## src/rtl/branch_predict_unit_if.sv

```systemverilog
// branch_predict_unit_if: fetch, hazard and resolution signals of the branch predictor
interface branch_predict_unit_if #(
  parameter int INDEX_BITS = 6,
  parameter int CNT_W = 16
);
  logic [31:0] pc_f;
  logic fetch_valid;
  logic stall;
  logic flush;
  logic prediction_d;
  logic [INDEX_BITS-1:0] pred_idx_d;
  logic valid_d;
  logic update_en;
  logic [INDEX_BITS-1:0] update_idx;
  logic update_pred;
  logic actual_taken;
  logic [CNT_W-1:0] mispredict_cnt;
  modport master (
    output pc_f, fetch_valid, stall, flush, update_en, update_idx, update_pred, actual_taken,
    input prediction_d, pred_idx_d, valid_d, mispredict_cnt
  );
  modport slave (
    input pc_f, fetch_valid, stall, flush, update_en, update_idx, update_pred, actual_taken,
    output prediction_d, pred_idx_d, valid_d, mispredict_cnt
  );
endinterface

```

## src/rtl/branch_predict_unit.sv

```systemverilog
// branch_predict_unit: 2-bit saturating BHT predictor with IF/ID prediction register; BPU_GSHARE_EN adds gshare indexing
module branch_predict_unit #(
  parameter int INDEX_BITS = 6,
  parameter int CNT_W = 16
) (
  input logic clk,
  input logic rst,
  branch_predict_unit_if.slave bus
);
  localparam int N = 1 << INDEX_BITS;
  logic [1:0] bht [N];
  logic [INDEX_BITS-1:0] lookup_idx;
  logic predicted;
  logic [1:0] cur;
  logic [1:0] nxt;
  logic unused_pc;
  assign unused_pc = ^{bus.pc_f[31:INDEX_BITS+2], bus.pc_f[1:0]};
`ifdef BPU_GSHARE_EN
  logic [INDEX_BITS-1:0] ghr;
  // global history shifts in each resolved outcome, independent of stall/flush
  always_ff @(posedge clk or posedge rst)
    if (rst) ghr <= '0;
    else if (bus.update_en) ghr <= {ghr[INDEX_BITS-2:0], bus.actual_taken};
  assign lookup_idx = bus.pc_f[INDEX_BITS+1:2] ^ ghr;
`else
  assign lookup_idx = bus.pc_f[INDEX_BITS+1:2];
`endif
  assign predicted = bht[lookup_idx][1] & bus.fetch_valid;
  assign cur = bht[bus.update_idx];
  // saturating step toward the resolved outcome
  always_comb nxt = bus.actual_taken ? (&cur ? cur : cur + 2'd1) : (|cur ? cur - 2'd1 : cur);
  // BHT write; the fetch lookup above sees the pre-update value
  always_ff @(posedge clk or posedge rst)
    if (rst) for (int i = 0; i < N; i++) bht[i] <= 2'b01;
    else if (bus.update_en) bht[bus.update_idx] <= nxt;
  // IF/ID prediction register: stall holds, then flush clears
  always_ff @(posedge clk or posedge rst)
    if (rst) begin
      bus.prediction_d <= 1'b0;
      bus.pred_idx_d <= '0;
      bus.valid_d <= 1'b0;
    end else if (!bus.stall) begin
      bus.prediction_d <= bus.flush ? 1'b0 : predicted;
      bus.pred_idx_d <= bus.flush ? '0 : lookup_idx;
      bus.valid_d <= bus.flush ? 1'b0 : bus.fetch_valid;
    end
  // saturating mispredict counter
  always_ff @(posedge clk or posedge rst)
    if (rst) bus.mispredict_cnt <= '0;
    else if (bus.update_en && (bus.update_pred != bus.actual_taken) && !(&bus.mispredict_cnt))
      bus.mispredict_cnt <= bus.mispredict_cnt + 1'b1;
endmodule

```

## src/flat_wrapper.sv

```systemverilog
// flat-port wrapper written by rule: the top's interface ports become plain ports
module branch_predict_unit_flat 
#(
  parameter int INDEX_BITS = 6,
  parameter int CNT_W = 16
)
  (clk, rst, bus_pc_f, bus_fetch_valid, bus_stall, bus_flush, bus_update_en, bus_update_idx, bus_update_pred, bus_actual_taken, bus_prediction_d, bus_pred_idx_d, bus_valid_d, bus_mispredict_cnt);
  branch_predict_unit_if #(.INDEX_BITS(INDEX_BITS), .CNT_W(CNT_W)) bus_i ();
  input logic clk;
  input logic rst;
  input wire logic [$bits(bus_i.pc_f)-1:0] bus_pc_f;
  input wire logic [$bits(bus_i.fetch_valid)-1:0] bus_fetch_valid;
  input wire logic [$bits(bus_i.stall)-1:0] bus_stall;
  input wire logic [$bits(bus_i.flush)-1:0] bus_flush;
  input wire logic [$bits(bus_i.update_en)-1:0] bus_update_en;
  input wire logic [$bits(bus_i.update_idx)-1:0] bus_update_idx;
  input wire logic [$bits(bus_i.update_pred)-1:0] bus_update_pred;
  input wire logic [$bits(bus_i.actual_taken)-1:0] bus_actual_taken;
  output wire logic [$bits(bus_i.prediction_d)-1:0] bus_prediction_d;
  output wire logic [$bits(bus_i.pred_idx_d)-1:0] bus_pred_idx_d;
  output wire logic [$bits(bus_i.valid_d)-1:0] bus_valid_d;
  output wire logic [$bits(bus_i.mispredict_cnt)-1:0] bus_mispredict_cnt;
  assign bus_i.pc_f = bus_pc_f;
  assign bus_i.fetch_valid = bus_fetch_valid;
  assign bus_i.stall = bus_stall;
  assign bus_i.flush = bus_flush;
  assign bus_i.update_en = bus_update_en;
  assign bus_i.update_idx = bus_update_idx;
  assign bus_i.update_pred = bus_update_pred;
  assign bus_i.actual_taken = bus_actual_taken;
  assign bus_prediction_d = bus_i.prediction_d;
  assign bus_pred_idx_d = bus_i.pred_idx_d;
  assign bus_valid_d = bus_i.valid_d;
  assign bus_mispredict_cnt = bus_i.mispredict_cnt;
  branch_predict_unit #(.INDEX_BITS(INDEX_BITS), .CNT_W(CNT_W)) u_core (.clk(clk), .rst(rst), .bus(bus_i));
endmodule
```

## config.mk

```make
export PLATFORM = sky130hd
export DESIGN_NAME = branch_predict_unit_flat
export DESIGN_NICKNAME = d
export VERILOG_FILES = /design/src/rtl/branch_predict_unit_if.sv /design/src/rtl/branch_predict_unit.sv /design/src/flat_wrapper.sv
export SDC_FILE = /design/constraint.sdc
export NUM_CORES = 1
export LEC_CHECK = 0
export ABC_AREA = 1
export CAP_MARGIN = 15
export CELL_PAD_IN_SITES_DETAIL_PLACEMENT = 1
export CELL_PAD_IN_SITES_GLOBAL_PLACEMENT = 2
export CORE_UTILIZATION = 34
export CTS_BUF_LIST = sky130_fd_sc_hd__clkbuf_8
export CTS_CLUSTER_DIAMETER = 80
export DETAILED_ROUTE_END_ITERATION = 8
export PLACE_DENSITY_LB_ADDON = 0.1
export SLEW_MARGIN = 20
export SYNTH_ARGS = -nofsm -noshare
export SYNTH_HDL_FRONTEND = slang
export SYNTH_SLANG_ARGS = --single-unit
```

## constraint.sdc

```tcl
create_clock -name clk -period 6.67 [get_ports clk]
set_input_delay 1.0005 -clock clk [delete_from_list [all_inputs] [get_ports clk]]
set_output_delay 1.0005 -clock clk [all_outputs]
set_load 0.03 [all_outputs]
```

==> results of run 1 <==
## area by class of cell
class                           count  area (µm²)  area share [%]
Clock buffer                       17         234            2.37
Timing Repair Buffer               56         536            5.42
Multi-Input combinational cell    997        4140            42.0
Sequential cell                   152        3880            39.3
Tap cell                          330         413            4.18
Clock inverter                     15         193            1.95
Inverter                          124         470            4.77
## flip-flops by register name, indices dropped and copies added (netlist names)
register	flops
u_core.bht	128
u_core.bus.mispredict_cnt	16
u_core.bus.pred_idx_d	6
u_core.bus.prediction_d	1
u_core.bus.valid_d	1
## stage by stage
step                      power [mW]  hold WS (ns)
after floorplan                 1.47         0.447
after global placement          1.65         0.453
after detailed placement        1.66         0.457
after CTS                       2.45         0.471
after global routing            2.56         0.481
final                           2.42         0.472
## synthesized netlist by cell type (all sizes together) (5+ instances only)
| library cell | n | area share (%) |
|---|---|---|
| xor2 | 9 | 0.90 |
| nor2 | 98 | 4.2 |
| dfrtp | 88 | 25 |
| dfstp | 64 | 19 |
| o211ai | 14 | 1.2 |
| inv | 123 | 5.3 |
| or2 | 5 | 0.36 |
| nand3 | 102 | 5.8 |
| nand2 | 694 | 30 |
| xnor2 | 6 | 0.60 |
| nor3 | 21 | 1.2 |
| buf | 38 | 2.8 |
| a21oi | 13 | 0.74 |
| clkbuf | 16 | 0.68 |
| o21ai | 26 | 1.5 |
## cells by family (layout without fill, tap and decap cells)
| kind of cell | count (synthesis) | in the layout |
|---|---|---|
| xor gates and xnor gates | 15 | 15 |
| adders and majority gates | 1 | 1 |
| and+or+nand+nor | 923 | 923 |
| buffers and inverters | 178 | 212 |
| AOI/OAI and AO/OA | 57 | 57 |
| DFF | 152 | 152 |
| muxes | 1 | 1 |
## cell usage in the layout, fill, tap and decap left out, types with 17 or more instances in the layout
cell type	netlist	layout
inv_1	120	119
nand3_1	102	101
dfrtp_1	88	88
clkbuf_8	0	17
nor3_1	21	21
o21ai_0	22	22
nor2_1	98	98
clkdlybuf4s50_1	0	42
nand2_1	691	691
dfstp_2	64	64
## critical path: stages
cell             delay [ns]
clkdlybuf4s50_1        0.47
buf_4                  0.28
inv_2                  0.32
nor2_1                 0.58
o211ai_1               0.17
nand2_1                0.11
o21ai_1                0.09
nand2_1                0.10
nor2_1                 0.07
nand2_1                0.09
nand2_2                0.08
nand2_2                0.62
buf_12                 0.31
nand2_1                0.08
nand2_1                0.07
## final timing paths
kind | slack [ns] | endpoint | startpoint | cells past startpoint
min in group asynchronous | 0.92 | u_core.bht[19]$_DFFE_PP0P_ | rst | 2
hold reg to reg | 0.47 | u_core.bht[40]$_DFFE_PP1P_ | u_core.bht[40]$_DFFE_PP1P_ | 2
setup reg to reg | 4.04 | u_core.bht[34]$_DFFE_PP1P_ | u_core.bht[47]$_DFFE_PP0P_ | 12
max in group asynchronous | 4.60 | u_core.bht[39]$_DFFE_PP0P_ | rst | 3
setup / recovery | 2.61 | u_core.bht[48]$_DFFE_PP1P_ | bus_update_idx[1] | 15
hold / removal | 0.47 | u_core.bht[40]$_DFFE_PP1P_ | u_core.bht[40]$_DFFE_PP1P_ | 2
## where the power goes
group / total [mW] / internal, mW / switching (mW)
logic: 0.500 / 0.159 / 0.341
clock network: 0.779 / 0.323 / 0.455
registers: 1.14 / 1.07 / 0.0743
## layer usage
layer,vias to the layer above,part of all wire [%],track usage [%]
li1,4101,-,-
met3,25,2.8,3.08
met4,0,1.3,5.82
met1,4146,48,33.9
met2,119,48,43.0
met5,-,0,0
==> reports/metrics.cfg, run 1 <==
[run_status]
status=completed

[clocking]
htreeDepth=4
clkTransAtPathRegs_ns=0.10
post-cts-setup-buffers=0
cts-resized-gates=0
cts_tree=yes
cts_made_buffers=17
root_buffer=clkbuf_8
cts.sinks=152
clock_latency_ns=0.49
cts-hold-fix-buffers=0
cts_buffer_depth=2

[detailed_routing]
drt_iter0_markers=437
ant_nets=0
drcViolationCount=0
via_per_inst=4.96
wl_um=31400
firstDrtPassIters=5
vias=8391
wl_per_cell_um=18.6

[place]
place_area_um2=9450
io_buffers=43
dpl.hpwl_um=19400
placed_cells=1659
gp_congestion=0.777
pre_cts_ws_ns=2.13

[die]
die-area_um2=26500
die_w_um=163
start_util_pct=34.8
fp.dieH_um=163
row_count=58
io_pins=70
core_area_um2=25300

[synth]
synth_mux_area_share_pct=0.128
synth_top_family_by_area=simple AND/OR/NAND/NOR gates
ys_types=27
syn_area_per_cell_um2=6.63
async_flop_share_pct=100
synth-seq-cells=152
synth_xor_area_share_pct=1.49
yosys.area_share.simple_pct=41.5
synth_seq_area_share_pct=44.2
syn_inst=1327
syn_nets=1374
yosysWarnings=0
synth_area_um2=8790
synthFlopType=dfrtp_1
synth-adder-area-share_pct=0.142
synth-compound-area-share_pct=3.77
synth_edf_count=0

[sta]
fmax_ghz=0.246
fin_crit_ns=4.06
rsz0062_at_grt=false
finalMaxSlewViolations=0
tns_ns=0
setup_ws_ns=2.61
finalCritPeriodShare_pct=60.9
worst_pin_slew_ns=1.05
setup_viol=0
finClkSkew_ns=0.0270
hold_viol_final=0
slew_headroom_pct=30.1

[grt]
grt_use_total_pct=25.2
grt_max_degree=79
grt-ovfl-total=0
grt_pass1_wl_um=50100
antenna_found_initial=0
grt_pass1_vias=8714

[cells_and_area]
drive_gt1_share_pct=9.11
fin_util_pct=39.1
fin_cells=1691
n_antenna_cell=0
nets=1395
nFillCells=3286
areaGrowthSynthToFinish_pct=12.3
stdcell_area_um2=9870

[pwr]
peakVddDrop_uv=129
powerDensity_nw_per_um2=245
p_leak_nw=4.91

[worst_setup_path]
crit_path_max_fanout=36
critPathKind=in2reg
end_kind=flip-flop
required_ns=7.08
start_kind=input port
crit_arrival_ns=4.47

[job]
max_cap_violations=0

[min_path]
hp-class=reg2reg

Note: power is estimated with default switching activity, not from simulation.
==> run 2, diff against run 1 <==
CORE_UTILIZATION = 30   (was 34)
clock period = 3.7 ns   (was 6.67 ns; I/O delays follow)
==> run 2 against run 1 <==
Effect of this change: sequential power up 81%; first-iteration DRC count rose by 5.5%; cell area up 3.1%; largest cell class unchanged; via count fell by 0.43%; critical endpoint is now u_core.bht[36]$_DFFE_PP1P_; clock power up 100%; count of clock-buffer cells in the layout unchanged.
==> reports/metrics.cfg, run 2 (synthesis gave the netlist of run 1 again) <==
[clocking]
clkTransAtPathRegs_ns=0.10
post-cts-setup-buffers=0
cts-resized-gates=0
cts_made_buffers=17
cts.sinks=152
cts-hold-fix-buffers=0
cts_tree=yes
clock_latency_ns=0.51
cts_buffer_depth=2
root_buffer=clkbuf_8
htreeDepth=4

[grt]
grt_pass1_wl_um=51600
grt_max_degree=80
grt-ovfl-total=0
antenna_found_initial=0
grt_use_total_pct=23.0
grt_pass1_vias=8689

[detailed_routing]
firstDrtPassIters=5
via_per_inst=4.75
drt_iter0_markers=461
ant_nets=0
wl_per_cell_um=18.5
vias=8355
wl_um=32600
drcViolationCount=0

[place]
dpl.hpwl_um=21600
pre_cts_ws_ns=0.401
io_buffers=43
gp_congestion=0.802

[worst_setup_path]
end_kind=flip-flop
crit_arrival_ns=3.22
cp_common_cell=nand2_1
critPathBufInv=5
critical_path.top_delay_family=buffers and inverters
critPathKind=in2reg
slowest_delay_ns=0.80
crit_slowest_cell=clkdlybuf4s50_1
crit_path_max_fanout=32
start_kind=input port
crit_chain=clkdlybuf4s50_1 > inv_2 > buf_4 > nand2_1 > nand2_1 > nand2_1 > nand2_1 > nand2_1 > nand2_1 > inv_1 > nand2_1 > nor2_1 > nand2_1 > nand2_2 > buf_12 > nand2_1 > nand2_1
required_ns=4.14

[sta]
finClkSkew_ns=0.0195
rsz0062_at_grt=false
slew_headroom_pct=45.2
setup_ws_ns=0.924
setup_viol=0
fmax_ghz=0.360
finalCritPeriodShare_pct=75.0
worst_pin_slew_ns=0.821
finalMaxSlewViolations=0
tns_ns=0
fin_crit_ns=2.78
hold_viol_final=0

[cells_and_area]
largest_register_ffs=128
regMostFlops=u_core.bht
fin_util_pct=35.4
nets=1410
final_common_cell=nand2_1
reg_top3=u_core.bht (128), u_core.bus.mispredict_cnt (16), u_core.bus.pred_idx_d (6)
drive_gt1_share_pct=9.96
final_cell_mix=691 x nand2_1, 121 x inv_1, 101 x nand3_1
n_antenna_cell=0
areaGrowthSynthToFinish_pct=15.8

[min_path]
hp-class=in2async

[die]
start_util_pct=30.5
core_area_um2=28800
row_count=62
io_pins=70
die_w_um=173
die-area_um2=30000
fp.dieH_um=173

[pwr]
peakVddDrop_uv=238
p_leak_nw=5.03
powerDensity_nw_per_um2=450
p_total_mw=4.58

[run_status]
status=completed

[job]
max_cap_violations=0

[run 2: through the flow]
step	area (µm²)	std cells	hold slack, ns
finish	10200	1760	0.458
CTS	10200	1760	0.446
floorplan	8800	1327	0.447
global placement	9710	1728	0.454
global route	10200	1760	0.481
detailed placement	9710	1728	0.457
[run 2: final cells by class]
type / count / area (µm²)
Clock inverter: 15 / 235
Tap cell: 384 / 480
Inverter: 124 / 469
Multi-Input combinational cell: 997 / 4140
Fill cell: 3668 / 18600
Clock buffer: 17 / 234
Sequential cell: 152 / 3880
Timing Repair Buffer: 71 / 736
[run 2: worst paths after layout]
kind,startpoint,end,slack [ns],cells after the start
min in group clk,u_core.bht[26]$_DFFE_PP1P_,u_core.bht[26]$_DFFE_PP1P_,0.47,2
setup / recovery,bus_update_idx[1],u_core.bht[36]$_DFFE_PP1P_,0.92,17
hold reg to reg,u_core.bht[26]$_DFFE_PP1P_,u_core.bht[26]$_DFFE_PP1P_,0.47,2
hold / removal,rst,u_core.bht[93]$_DFFE_PP0P_,0.46,2
setup reg to reg,u_core.bht[47]$_DFFE_PP0P_,u_core.bht[36]$_DFFE_PP1P_,1.58,12
max in group asynchronous,rst,u_core.bht[30]$_DFFE_PP1P_,2.36,3
[run 2: power breakdown]
part	switching (mW)	internal [mW]
sequential	0.133	1.92
clock	0.714	0.864
combinational	0.625	0.322
[run 2: layer usage]
layer	vias up	part of all wire, %	global-route usage, %	wire length, µm
met5	-	0	0	0
li1	4123	-	-	-
met4	0	1.1	6.12	368
met1	4098	49	31.5	16000
met3	24	3.0	3.12	962
met2	110	47	37.9	15300
==> run 3, diff against run 2 <==
CORE_UTILIZATION = 34   (was 30)
clock period = 2.6 ns   (was 3.7 ns; I/O delays follow)
==> run 3 against run 2 <==
Effect of this change: sequential share of layout area shrank 1.5 points; global-route usage rose by 2.5 points; hold slack lost 0.15 ns; critical path depth down 4; first-iteration DRC count up 6.5%; combinational power is 53% higher; cell area rose by 4.1%; via count grew 3.9%; flip-flop and latch count did not move.
==> reports/metrics.cfg, run 3 (synthesis gave the netlist of run 1 again) <==
[place]
placed_cells=1727
gp_congestion=0.848
pre_cts_ws_ns=-0.283
io_buffers=43
place_area_um2=10200
dpl.hpwl_um=22700

[worst_setup_path]
critPathKind=in2reg
crit_arrival_ns=2.77
start_kind=input port
crit_chain=clkdlybuf4s50_1 > buf_4 > inv_1 > nor2_1 > buf_4 > inv_1 > nor2_1 > inv_1 > buf_4 > nor3_1 > inv_1 > nand2_1 > nand2_1
crit_slowest_cell=nor3_1
crit_path_max_fanout=7
slowest_delay_ns=0.46
r2r_cells=12
r2r_slack_ns=0.45
end_kind=flip-flop
required_ns=2.98
timing.rr.start=u_core.bht[47]$_DFFE_PP0P_
r2r_end=u_core.bht[36]$_DFFE_PP1P_
cp_common_cell=inv_1

[cells_and_area]
drive_gt1_share_pct=13.4
reg_top3=u_core.bht (128), u_core.bus.mispredict_cnt (16), u_core.bus.pred_idx_d (6)
n_antenna_cell=0
final_cell_mix=691 x nand2_1, 119 x inv_1, 101 x nand3_1
fin_util_pct=41.9
largest_register_ffs=128
fin_cells=1759
regMostFlops=u_core.bht
stdcell_area_um2=10600
final_common_cell=nand2_1
nets=1463
areaGrowthSynthToFinish_pct=20.5

[sta]
tns_ns=0
finalMaxSlewViolations=0
slew_headroom_pct=60.4
fmax_ghz=0.417
setup_ws_ns=0.204
fin_crit_ns=2.40
setup_viol=0
finClkSkew_ns=0.0200
rsz0062_at_grt=false
hold_viol_final=0
finalCritPeriodShare_pct=92.2
worst_pin_slew_ns=0.590

[grt]
grt_pass1_wl_um=51400
grt_use_total_pct=25.4
grt-ovfl-total=0
antenna_found_initial=0
grt_pass1_vias=8988
grt_max_degree=42

[pwr]
combPwrFrac_pct=22.7
seqPwrFrac_pct=45.8
p_leak_nw=5.30
peakVddDrop_uv=365
internal_power_mw=4.19
clkPwrFrac_pct=31.5
p_sw_mw=2.21
p_sw_share_pct=34.6
powerDensity_nw_per_um2=604

[die]
row_count=58
core_area_um2=25300
fp.dieH_um=163
die_w_um=163
start_util_pct=34.8
io_pins=70
die-area_um2=26500

[clocking]
cts-hold-fix-buffers=0
root_buffer=clkbuf_8
post-cts-setup-buffers=0
cts_buffer_depth=2
cts-resized-gates=0
cts_made_buffers=17
cts.sinks=152
htreeDepth=4
cts_tree=yes
clkTransAtPathRegs_ns=0.10
clock_latency_ns=0.48

[detailed_routing]
via_per_inst=4.94
drt_iter0_markers=491
wl_per_cell_um=18.1
wl_um=31900
firstDrtPassIters=5
vias=8683
drcViolationCount=0
ant_nets=0

[min_path]
hp-class=in2async

[run_status]
status=completed

[job]
max_cap_violations=0

-- run 3: how the worst max path moves through the flow --
| stage | startpoint | to | depth (start not counted) |
|---|---|---|---|
| 2_1_floorplan | rst | u_core.bht[101]$_DFFE_PP0P_ | 1 |
| 3_3_place_gp | bus_update_idx[2] | u_core.bht[101]$_DFFE_PP0P_ | 13 |
| 3_5_place_dp | bus_update_idx[2] | u_core.bht[101]$_DFFE_PP0P_ | 13 |
| 4_1_cts | bus_update_idx[2] | u_core.bht[101]$_DFFE_PP0P_ | 13 |
| 5_1_grt | bus_update_idx[2] | u_core.bht[101]$_DFFE_PP0P_ | 13 |
| 6_report | bus_update_idx[2] | u_core.bht[101]$_DFFE_PP0P_ | 13 |
-- run 3: layout make-up --
class                           instances  area (µm²)
Inverter                              124         469
Tap cell                              330         413
Clock buffer                           17         234
Fill cell                            3297       14700
Sequential cell                       152        3880
Timing Repair Buffer                  124        1270
Clock inverter                         15         180
Multi-Input combinational cell        997        4140
-- run 3: power by group through the flow --
stage                     clock, mW  combinational, mW  sequential, mW
final                          2.01               1.45            2.93
after global placement            0               1.44            2.96
after CTS                      2.07               1.47            2.93
after detailed placement          0               1.47            2.97
after global routing           2.14               1.61            2.97
after floorplan                   0              0.743            3.03
-- run 3: critical path: cells and delay by family --
| kind | cells | cell delay, ns |
|---|---|---|
| AND/OR/NAND/NOR | 5 | 0.87 |
| buffers and inverters | 8 | 1.51 |
-- run 3: routing by layer --
metal	wire length, µm	track usage [%]	up-vias
met5	0	0	-
met4	390	5.52	0
met3	1120	3.13	23
met2	15000	41.9	139
met1	15400	35.5	4286
li1	-	-	4235
-- run 3: through the flow --
stage,hold slack [ns],total power [mW]
floorplan,0.447,3.77
global placement,0.453,4.41
detailed placement,0.457,4.44
CTS,0.313,6.47
global route,0.353,6.71
finish,0.313,6.40
